File: src/rtl/mux_2x1_arbiter.sv
// mux_2x1_arbiter: round-robin burst arbiter sharing a 2:1 mux into a one-entry valid/ready output stage
module mux_2x1_arbiter #(
  parameter int WIDTH     = 8,
  parameter int MAX_BURST = 4
) (
  input  logic             clk,
  input  logic             rst,
  input  logic             req1,
  input  logic [WIDTH-1:0] x1,
  output logic             ack1,
  output logic             gnt1,
  input  logic             req2,
  input  logic [WIDTH-1:0] x2,
  output logic             ack2,
  output logic             gnt2,
  output logic             s,
  output logic [WIDTH-1:0] f,
  output logic             f_valid,
  input  logic             f_ready
);
  localparam int CW = $clog2(MAX_BURST + 1);
  // state bits double as the registered grants: bit0 = gnt1, bit1 = gnt2
  typedef enum logic [1:0] {IDLE = 2'b00, G1 = 2'b01, G2 = 2'b10} state_t;
  state_t           state_q, state_d, oth_st;
  logic [CW-1:0]    cnt_q, cnt_d;
  logic [WIDTH-1:0] f_q, f_d;
  logic             fv_q, fv_d, last2_q, last2_d;
  logic             space, ack, own_req, oth_req, burst_end;
  assign space     = !fv_q || f_ready;
  assign ack1      = state_q == G1 && req1 && space;
  assign ack2      = state_q == G2 && req2 && space;
  assign ack       = ack1 || ack2;
  assign own_req   = state_q == G2 ? req2 : req1;
  assign oth_req   = state_q == G2 ? req1 : req2;
  assign oth_st    = state_q == G2 ? G1 : G2;
  assign burst_end = ack && (cnt_q + CW'(1) == CW'(MAX_BURST));
  always_comb begin
    state_d = state_q;
    cnt_d   = cnt_q;
    if (state_q == IDLE)
      state_d = req1 && req2 ? (last2_q ? G1 : G2) : req1 ? G1 : req2 ? G2 : IDLE;
    else if (!own_req) begin
      state_d = oth_req ? oth_st : IDLE;
      cnt_d   = '0;
    end else if (burst_end) begin
      state_d = oth_req ? oth_st : state_q;
      cnt_d   = '0;
    end else if (ack)
      cnt_d = cnt_q + CW'(1);
    f_d     = ack ? (state_q == G2 ? x2 : x1) : f_q;
    fv_d    = ack || (fv_q && !f_ready);
    last2_d = ack ? state_q == G2 : last2_q;
  end
  always_ff @(posedge clk or posedge rst)
    if (rst) begin
      state_q <= IDLE;
      cnt_q   <= '0;
      f_q     <= '0;
      fv_q    <= 1'b0;
      last2_q <= 1'b1;
    end else begin
      state_q <= state_d;
      cnt_q   <= cnt_d;
      f_q     <= f_d;
      fv_q    <= fv_d;
      last2_q <= last2_d;
    end
  assign gnt1    = state_q[0];
  assign gnt2    = state_q[1];
  assign s       = state_q[1];
  assign f       = f_q;
  assign f_valid = fv_q;
endmodule

File: config.mk
export PLATFORM = sky130hd
export DESIGN_NAME = mux_2x1_arbiter
export DESIGN_NICKNAME = d
export VERILOG_FILES = /design/src/rtl/mux_2x1_arbiter.sv
export SDC_FILE = /design/constraint.sdc
export NUM_CORES = 1
export LEC_CHECK = 0
export CORE_MARGIN = 3
export CORE_UTILIZATION = 43
export CTS_CLUSTER_SIZE = 20
export DETAILED_ROUTE_END_ITERATION = 10
export MAX_ROUTING_LAYER = met4
export PLACE_DENSITY = 0.84
export SETUP_SLACK_MARGIN = 0.05
export SLEW_MARGIN = 40
export SYNTH_ARGS = -nofsm -noshare
export SYNTH_HDL_FRONTEND = slang
export SYNTH_SLANG_ARGS = --single-unit
File: constraint.sdc
create_clock -name clk -period 1.75 [get_ports clk]
set_input_delay 0.2625 -clock clk [delete_from_list [all_inputs] [get_ports clk]]
set_output_delay 0.2625 -clock clk [all_outputs]
set_load 0.01 [all_outputs]
==> impl_metrics.csv, run 1 <==
group,metric,value,unit
run_status,status,"finished clean",
routing,ant_nets,0,
routing,drt_first_iter_violations,6,
yosys,syn_area,941,µm²
sta,min_period,1.66,ns
power_and_ir_drop,p_clk_share,15.7,%
critical_path,cpPeakStageDelay,0.42,ns
routing,vias_per_cell,5.13,
run,maxCapViolations,0,
sta,hold_viol_final,0,
floorplan,coreArea,2020,µm²
power_and_ir_drop,p_leak,0.658,nW
min_path,min_path_type,"in -> async",
yosys,syn_avg_cell_area,10.8,µm²
critical_path,crit_path_max_fanout,5,
power_and_ir_drop,seqPwrFrac,39.7,%
floorplan,io_pins,35,
sta,skew,0.00613,ns
sta,tightest_slew,0.573,ns
power_and_ir_drop,swShare,32.1,%
critical_path,end_kind,"output pin",
power_and_ir_drop,power.switching,0.402,mW
critical_path,path_class,"reg -> out",
yosys,ys_warn_count,0,
clocking,cts_buffers,3,
global_route,grt_start_max_net_pins,16,
clocking,cts.reportedPaths.clkPinSlew,0.09,ns
sta,max_slew_margin,61.8,%
clocking,postCtsHoldBufs,0,
global_route,grt_pass1_vias,855,
yosys,postSynthCellCount,87,
yosys,yosys_register_bits,15,
sta,fin_hold_ws,0.328,ns
sta,fmax,604,MHz
power_and_ir_drop,total_power,1.25,mW
clocking,clockRootBuffer,"clkbuf_4",
global_route,grt_first_pass_wirelength,3.40,mm
critical_path,start_kind,"register",
sta,setup_violations,0,
finish,nets,154,
clocking,tritoncts,"done",
clocking,insertion_delay,0.28,ns
sta,slew_viol_final,0,
sta,rsz0062_at_grt,"yes",
sta,tns,0,ns
finish,diodes,0,
floorplan,dieArea,2790,µm²
critical_path,cp_slowest_cell,"dfrtp_1",
clocking,htreeDepth,1,
global_route,overflow,0,
floorplan,initial_core_util,46.5,%
yosys,synth_cell_types,35,
floorplan,die_h,52.8,µm
power_and_ir_drop,p_per_area,911,nW/µm²
sta,fin_crit_sh,94.7,%
clocking,clkSinkCount,15,
routing,routedWlPerCell,12.7,µm
yosys,synth-seq-area-share,40.0,%
routing,drc_errors,0,
routing,wirelength,2.00,mm
critical_path,critPathRequiredTime,1.49,ns
placed_design,routabilityCongestion,0.842,
routing,vias,806,
critical_path,cp.arrival,1.39,ns
finish,drive_above_1_share,20.8,%
power_and_ir_drop,p_int,0.850,mW
routing,drt-pass1-iter-count,4,
placed_design,portBuffers,34,
global_route,grt_usage,16.8,%
placed_design,hpwlAfterDp,1.59,mm
floorplan,die_x,52.8,µm
critical_path,cp_cell_sequence,"and2b_2 > and3_1 > dlygate4sd2_1",
finish,areaGrowthSynthToFinish,46.0,%
floorplan,row_count,16,
power_and_ir_drop,ir_drop,0.655,mV
global_route,antenna_found_initial,0,
yosys,synth.net_count,110,
power_and_ir_drop,p_comb_share,44.6,%
clocking,cts_buffer_depth,2,
-- power groups by stage --
stage	clock, mW	sequential, mW	combinational (mW)
after floorplan	0	0.532	0.259
after global placement	0	0.498	0.540
after detailed placement	0	0.502	0.557
after CTS	0.204	0.497	0.557
after global routing	0.220	0.509	0.602
final	0.197	0.497	0.559
-- kinds of logic (layout without fill, tap and decap cells) --
group | after synthesis | after routing | synth area share [%]
buffers and inverters | 9 | 52 | 7.58
muxes | 9 | 9 | 9.57
DFF | 15 | 15 | 40.0
and+or+nand+nor | 32 | 32 | 21.7
adders and majority gates | 2 | 2 | 2.66
AOI/OAI and AO/OA | 20 | 20 | 18.5
-- path summary, 6_finish.rpt --
path	start	endpoint	slack (ns)	cells past startpoint
setup / recovery	state_q[1]	ack2	0.09	3
hold / removal	rst	f[2]	0.33	2
setup reg to reg	cnt_q[0]	cnt_q[2]	0.25	5
hold reg to reg	cnt_q[2]	cnt_q[2]	0.51	2
max in group asynchronous	rst	last2_q	1.04	2
min in group clk	cnt_q[2]	cnt_q[2]	0.51	2
-- synth_stat cells --
| master | instances | area (µm²) |
|---|---|---|
| and2b_4 | 1 | 10.0 |
| dfrtp_1 | 14 | 350 |
| a31oi_1 | 2 | 12.5 |
| buf_6 | 3 | 33.8 |
| nand2_1 | 8 | 30.0 |
| o22ai_1 | 1 | 6.26 |
| nand2b_1 | 1 | 6.26 |
| nand3b_2 | 1 | 11.3 |
| inv_1 | 4 | 15.0 |
| a21oi_2 | 2 | 17.5 |
| nand2b_4 | 1 | 13.8 |
| ha_1 | 2 | 25.0 |
| o21ai_1 | 1 | 5.00 |
| o31ai_2 | 1 | 12.5 |
| nand3b_4 | 2 | 40.0 |
| nand3_1 | 1 | 5.00 |
| a221oi_4 | 1 | 26.3 |
| and2_4 | 1 | 8.76 |
| a22o_2 | 1 | 10.0 |
| buf_4 | 1 | 7.51 |
| dfstp_2 | 1 | 26.3 |
| nor2_1 | 9 | 33.8 |
| a221o_1 | 1 | 10.0 |
| and2b_2 | 1 | 8.76 |
| buf_8 | 1 | 15.0 |
| nor2b_1 | 1 | 6.26 |
| a22o_1 | 2 | 17.5 |
| or2_1 | 1 | 6.26 |
| mux2i_1 | 9 | 90.1 |
| a32o_1 | 1 | 10.0 |
| a21oi_4 | 1 | 16.3 |
| and3_1 | 1 | 6.26 |
| and2b_1 | 1 | 7.51 |
| a21oi_1 | 6 | 30.0 |
| nor3_1 | 2 | 10.0 |
-- timing repair --
item / 4_1_cts / 5_1_grt
endpoints found under the setup margin: 2 / 3
setup buffers: 0 / 2
resized for setup: 2 / 3
endpoints found under the hold margin: 0 / 0
-- per-stage QoR --
step           cell area [µm²]  setup slack, ns  utilization [%]  std cells
6_report                  1370           0.0936             67.9        157
5_1_grt                   1370           0.0306             67.9        157
4_1_cts                   1360           0.0629             67.0        155
3_5_place_dp              1330           -0.213             65.8        151
3_3_place_gp              1330           -0.146             65.8        151
2_1_floorplan              941            0.375                -         87
-- routing by layer --
| metal | GRT usage [%] | vias to the layer above | routed length, µm |
|---|---|---|---|
| met1 | 18.9 | 374 | 796 |
| met3 | 4.27 | 4 | 155 |
| li1 | - | 395 | - |
| met4 | 7.66 | 0 | 29 |
| met2 | 27.9 | 33 | 1020 |
| met5 | - | - | 0 |
-- area by class of cell --
class	instances	area [µm²]
inverter	4	15.0
tap	27	33.8
sequential	15	377
fill	157	648
multi-input combinational	63	493
clock buffer	4	26.3
timing repair buffer	44	429
-- placed cells by master (no fill, tap or decap), types with 2 or more instances in the layout --
cell / instances
a21oi_1: 6
a21oi_2: 2
a22o_1: 2
a31oi_1: 2
buf_4: 8
clkbuf_4: 3
clkdlybuf4s50_1: 32
dfrtp_1: 14
ha_1: 2
inv_1: 4
mux2i_1: 9
nand2_1: 8
nand3b_4: 2
nor2_1: 9
nor3_1: 2
-- worst max-delay path: cells and delay by family (launching register included) --
kind,cells,cell delay (ns)
flip-flops,1,0.42
buffers and inverters,1,0.28
AND/OR/NAND/NOR,2,0.42
-- state kept, by name, summed over array words and instances, names as in the netlist --
signal and flops:
cnt_q 3, f 8, f_valid 1, last2_q 1, state_q 2
No activity file was read; power rests on OpenSTA's default activity.
==> run 2: changes to the inputs <==
--- a/config.mk
+++ b/config.mk
@@ -6,11 +6,12 @@
 export NUM_CORES = 1
 export LEC_CHECK = 0
 export CORE_MARGIN = 3
-export CORE_UTILIZATION = 43
+export CORE_UTILIZATION = 45
+export CTS_BUF_LIST = sky130_fd_sc_hd__clkbuf_4 sky130_fd_sc_hd__clkbuf_8
 export CTS_CLUSTER_SIZE = 20
 export DETAILED_ROUTE_END_ITERATION = 10
 export MAX_ROUTING_LAYER = met4
-export PLACE_DENSITY = 0.84
+export PLACE_DENSITY = 0.87
 export SETUP_SLACK_MARGIN = 0.05
 export SLEW_MARGIN = 40
 export SYNTH_ARGS = -nofsm -noshare
==> constraint.sdc (replaced) <==
create_clock -name clk -period 1.6 [get_ports clk]
set_input_delay 0.24 -clock clk [delete_from_list [all_inputs] [get_ports clk]]
set_output_delay 0.24 -clock clk [all_outputs]
set_load 0.01 [all_outputs]
==> run 2 against run 1 <==
Critical path depth rose by 1. Largest power group unchanged. Register-to-register slack got worse by 0.14 ns. Power is 10% higher. Cell area is essentially flat. Sequential share of layout area barely moved. Via count rose by 0.50%. Hold slack got worse by 0.032 ns. Cell count unchanged. Core utilization grew 6.8 points.
==> impl_metrics.csv, run 2 (synthesis gave the netlist of run 1 again) <==
group,metric,value,unit
placed_design,pre_cts_ws,-0.342,ns
clocking,insertion_delay,0.29,ns
routing,drt-pass1-iter-count,4,
sta,tightest_slew,0.563,ns
sta,setup_violations,0,
sta,rsz0062_at_grt,"yes",
critical_path,startpoint,"f_ready",
routing,drc_errors,0,
placed_design,post_dp_cell_area,1350,µm²
clocking,clkSinkCount,15,
clocking,postCtsHoldBufs,0,
global_route,grt_usage,19.0,%
finish,multi_input_area,493,µm²
global_route,grt_first_pass_wirelength,3.65,mm
power_and_ir_drop,ir_drop,0.723,mV
sta,min_period,1.53,ns
finish,fin_cells,157,
placed_design,placed_cells,152,
global_route,grt_start_max_net_pins,17,
sta,fmax,656,MHz
clocking,cts.reportedPaths.clkPinSlew,0.09,ns
finish,layout_common_cells,"clkdlybuf4s50_1, dfrtp_1, buf_4",
routing,ant_nets,0,
floorplan,initial_core_util,51.2,%
sta,skew,0.00584,ns
finish,nets,156,
placed_design,routabilityCongestion,0.846,
clocking,htreeDepth,1,
finish,fill_cells,150,
routing,vias,810,
finish,postLayoutCellArea,1380,µm²
critical_path,crit_path_max_fanout,3,
floorplan,dieArea,2680,µm²
critical_path,timing.rr.start,"state_q[0]",
critical_path,cpPeakStageDelay,0.50,ns
routing,vias_per_cell,5.16,
floorplan,coreArea,1840,µm²
power_and_ir_drop,total_power,1.38,mW
min_path,min_path_type,"in -> async",
critical_path,cp_cell_sequence,"clkdlybuf4s50_1 > and2b_1 > nor3_1 > buf_2",
clocking,clockRootBuffer,"clkbuf_4",
critical_path,worstReg2RegEnd,"cnt_q[0]",
clocking,cts_buffer_depth,2,
critical_path,r2r_cells,6,
routing,routedWlPerCell,13.7,µm
floorplan,die_h,51.7,µm
critical_path,end_kind,"output pin",
sta,slew_viol_final,0,
critical_path,r2r_slack,0.11,ns
sta,hold_viol_final,0,
routing,wirelength,2.15,mm
power_and_ir_drop,p_per_area,1010,nW/µm²
critical_path,cp_slowest_cell,"clkdlybuf4s50_1",
run,maxCapViolations,0,
routing,drt_first_iter_violations,12,
finish,diodes,0,
global_route,antenna_found_initial,0,
critical_path,path_class,"in -> out",
finish,drive_above_1_share,24.2,%
run_status,status,"finished clean",
floorplan,row_count,15,
finish,layout_commonest_cell,"clkdlybuf4s50_1",
sta,max_slew_margin,62.4,%
global_route,grt_pass1_vias,883,
clocking,cts_buffers,3,
floorplan,io_pins,35,
sta,fin_ws,0.0745,ns
sta,fin_crit_sh,95.3,%
finish,largest_reg_flops,8,
sta,tns,0,ns
finish,regArea,377,µm²
finish,areaGrowthSynthToFinish,46.1,%
critical_path,start_kind,"input pin",
global_route,overflow,0,
clocking,tritoncts,"done",
critical_path,critPathRequiredTime,1.36,ns
power_and_ir_drop,p_leak,0.666,nW
floorplan,die_x,51.7,µm
critical_path,cp.arrival,1.29,ns
placed_design,hpwlAfterDp,1.69,mm
placed_design,portBuffers,34,
-- run 2: changes by cell type in the layout (fill, tap and decap cells not counted), sizes merged --
cell	before	now
clkinv	0	1
buf	10	14
clkbuf	4	3
dlygate4sd1	1	0
clkdlybuf4s50	32	31
-- run 2: power by group --
group          switching, mW  leakage [nW]  total [mW]  internal [mW]
logic                  0.265         0.473       0.619          0.353
clock network          0.126        0.0177       0.219         0.0929
registers             0.0649         0.176       0.545          0.480
total                  0.456         0.666        1.38          0.927
-- run 2: worst max-delay path by stage --
| stage | cells past startpoint | endpoint |
|---|---|---|
| after floorplan | 5 | state_q[1] |
| after global placement | 4 | ack1 |
| after detailed placement | 4 | ack1 |
| after CTS | 3 | ack2 |
| after global routing | 4 | ack1 |
| final | 4 | ack1 |
-- run 2: through the flow --
step	util [%]	hold WS, ns
3_3_place_gp	73.5	0.470
4_1_cts	75.5	0.305
6_report	74.8	0.296
2_1_floorplan	-	0.141
3_5_place_dp	73.5	0.487
5_1_grt	74.8	0.351
-- run 2: final cells by class --
| cell class | instances | area share (%) |
|---|---|---|
| Inverter | 4 | 1.09 |
| Timing Repair Buffer | 46 | 31.4 |
| Clock buffer | 3 | 1.64 |
| Tap cell | 25 | 2.27 |
| Multi-Input combinational cell | 63 | 35.9 |
| Sequential cell | 15 | 27.4 |
| Clock inverter | 1 | 0.364 |
-- run 2: per-layer routing --
layer / routed length, µm / global-route usage (%)
met2: 1130 / 35.2
met1: 829 / 18.2
met4: 28 / 8.73
met5: 0 / -
met3: 161 / 4.87
-- run 2: timing repair --
item                       in CTS  in global routing
setup endpoints to repair       3                 13
pin swaps                       0                  2
setup buffers                   2                  0
resized for setup               8                  1
-- run 2: critical path, delay by kind of cell --
kind	cells	cell delay, ns
buffers and inverters	2	0.66
AND/OR/NAND/NOR	2	0.39
==> run 3: changes to the inputs <==
--- a/config.mk
+++ b/config.mk
@@ -5,13 +5,14 @@
 export SDC_FILE = /design/constraint.sdc
 export NUM_CORES = 1
 export LEC_CHECK = 0
+export ABC_CLOCK_PERIOD_IN_PS = 1600
 export CORE_MARGIN = 3
-export CORE_UTILIZATION = 45
-export CTS_BUF_LIST = sky130_fd_sc_hd__clkbuf_4 sky130_fd_sc_hd__clkbuf_8
+export CORE_UTILIZATION = 43
+export CTS_BUF_LIST = sky130_fd_sc_hd__clkbuf_8 sky130_fd_sc_hd__clkbuf_16
 export CTS_CLUSTER_SIZE = 20
 export DETAILED_ROUTE_END_ITERATION = 10
 export MAX_ROUTING_LAYER = met4
-export PLACE_DENSITY = 0.87
+export PLACE_DENSITY = 0.84
 export SETUP_SLACK_MARGIN = 0.05
 export SLEW_MARGIN = 40
 export SYNTH_ARGS = -nofsm -noshare
==> run 3 against run 2 <==
Fmax is 2.4% higher. Power is 9.1% higher. Combinational power is 6.5% higher. Sequential power hardly changed. Clock-buffer cell count stayed put. Flip-flop and latch count stayed put. Cell count is 4.5% higher. Global-route usage is 0.61 points lower. Core utilization is 2.6 points lower. Critical path depth is 2 lower. Non-clock buffer count is 5 higher. Largest power group unchanged. Cell area is 6.1% higher.
==> impl_metrics.csv, run 3 (synthesis gave the netlist of run 1 again) <==
group,metric,value,unit
sta,rsz0062_at_grt,"yes",
sta,fin_hold_ws,0.357,ns
critical_path,cp_slowest_cell,"clkdlybuf4s50_1",
global_route,grt_start_max_net_pins,17,
placed_design,portBuffers,34,
critical_path,cpPeakStageDelay,0.52,ns
run_status,status,"finished clean",
sta,tns,0,ns
global_route,grt_first_pass_wirelength,3.64,mm
finish,fin_cells,164,
placed_design,placed_cells,154,
routing,vias,855,
finish,areaGrowthSynthToFinish,55.1,%
sta,fin_crit_sh,93.1,%
floorplan,die_x,52.8,µm
critical_path,startpoint,"state_q[0]",
finish,nets,161,
finish,layout_commonest_cell,"clkdlybuf4s50_1",
critical_path,crit_path_max_fanout,4,
sta,max_slew_margin,59.8,%
sta,tightest_slew,0.602,ns
sta,min_period,1.49,ns
sta,skew,0.00243,ns
critical_path,path_class,"reg -> out",
sta,hold_viol_final,0,
finish,drive_above_1_share,26.3,%
finish,diodes,0,
finish,layout_common_cells,"clkdlybuf4s50_1, dfrtp_1, buf_4",
routing,vias_per_cell,5.21,
routing,drc_errors,0,
clocking,cts_buffers,3,
floorplan,io_pins,35,
critical_path,cpLargestDelayFamily,"buffers and inverters",
power_and_ir_drop,ir_drop,0.775,mV
clocking,cts.reportedPaths.clkPinSlew,0.06,ns
clocking,clockRootBuffer,"clkbuf_8",
min_path,min_path_type,"in -> async",
run,maxCapViolations,0,
routing,routedWlPerCell,14.0,µm
routing,drt_first_iter_violations,12,
routing,drt-pass1-iter-count,4,
clocking,cts_buffer_depth,2,
sta,fmax,671,MHz
routing,wirelength,2.30,mm
floorplan,coreArea,2020,µm²
placed_design,hpwlAfterDp,1.62,mm
clocking,clkSinkCount,15,
placed_design,routabilityCongestion,0.851,
global_route,grt_usage,18.3,%
clocking,tritoncts,"done",
global_route,overflow,0,
global_route,antenna_found_initial,0,
floorplan,initial_core_util,46.5,%
critical_path,cp.arrival,1.25,ns
finish,final_core_util,72.2,%
routing,ant_nets,0,
critical_path,cp_cell_sequence,"buf_6 > clkdlybuf4s50_1",
critical_path,end_kind,"output pin",
power_and_ir_drop,p_leak,0.704,nW
critical_path,r2r_cells,5,
sta,setup_violations,0,
critical_path,worstReg2RegEnd,"cnt_q[2]",
floorplan,dieArea,2790,µm²
critical_path,start_kind,"register",
finish,largest_reg_flops,8,
sta,slew_viol_final,0,
floorplan,die_h,52.8,µm
floorplan,row_count,16,
power_and_ir_drop,p_per_area,1030,nW/µm²
critical_path,r2r_slack,0.11,ns
finish,fill_cells,142,
critical_path,cp_num_buf_inv,2,
critical_path,critPathRequiredTime,1.36,ns
clocking,insertion_delay,0.25,ns
critical_path,timing.rr.start,"cnt_q[0]",
global_route,grt_pass1_vias,889,
clocking,htreeDepth,1,
-- run 3: cell count changes in the layout (fill, tap and decap cells not counted), moves of 2 or more --
cell,before,now
buf_4,11,13
clkbuf_4,3,0
buf_6,0,2
clkbuf_8,0,3
-- run 3: how the worst max path moves through the flow --
stage / to / slack, ns / cells past startpoint
2_1_floorplan: state_q[1] / 0.22 / 5
3_3_place_gp: ack1 / -0.25 / 4
3_5_place_dp: ack1 / -0.30 / 4
4_1_cts: ack2 / 0.08 / 3
5_1_grt: f[3] / 0.02 / 7
6_report: gnt1 / 0.11 / 2
-- run 3: area by class of cell --
class / instances / area, µm² / area share, %
sequential: 15 / 377 / 25.8
multi-input combinational: 63 / 493 / 33.8
timing repair buffer: 51 / 495 / 34.0
clock inverter: 1 / 3.75 / 0.257
tap: 27 / 33.8 / 2.32
clock buffer: 3 / 41.3 / 2.83
inverter: 4 / 15.0 / 1.03
-- run 3: metal layers --
metal	vias to the layer above	share of wire, %	wire, µm	track usage, %
met3	2	6.7	154	2.56
met5	-	0	0	-
li1	409	-	-	-
met4	0	0.65	15	10.2
met1	405	41	937	21.9
met2	39	52	1200	29.5
-- run 3: metrics by stage --
stage,setup slack [ns],total power [mW],instance area (µm²)
finish,0.110,1.51,1460
global route,0.0184,1.60,1460
CTS,0.0823,1.48,1410
detailed placement,-0.298,1.17,1350
global placement,-0.250,1.15,1350
floorplan,0.225,0.865,941
-- run 3: repair_timing --
action                     4_1_cts  5_1_grt
setup endpoints to repair        2        3
hold buffers                     0        0
resized for setup                6        3
setup buffers                    2        3
pin swaps                        0        1
gates cloned                     0        1
-- run 3: power by group --
group | total [mW] | internal [mW] | switching, mW
clock | 0.306 | 0.170 | 0.136
combinational | 0.659 | 0.382 | 0.277
sequential | 0.544 | 0.481 | 0.0627
total | 1.51 | 1.03 | 0.475
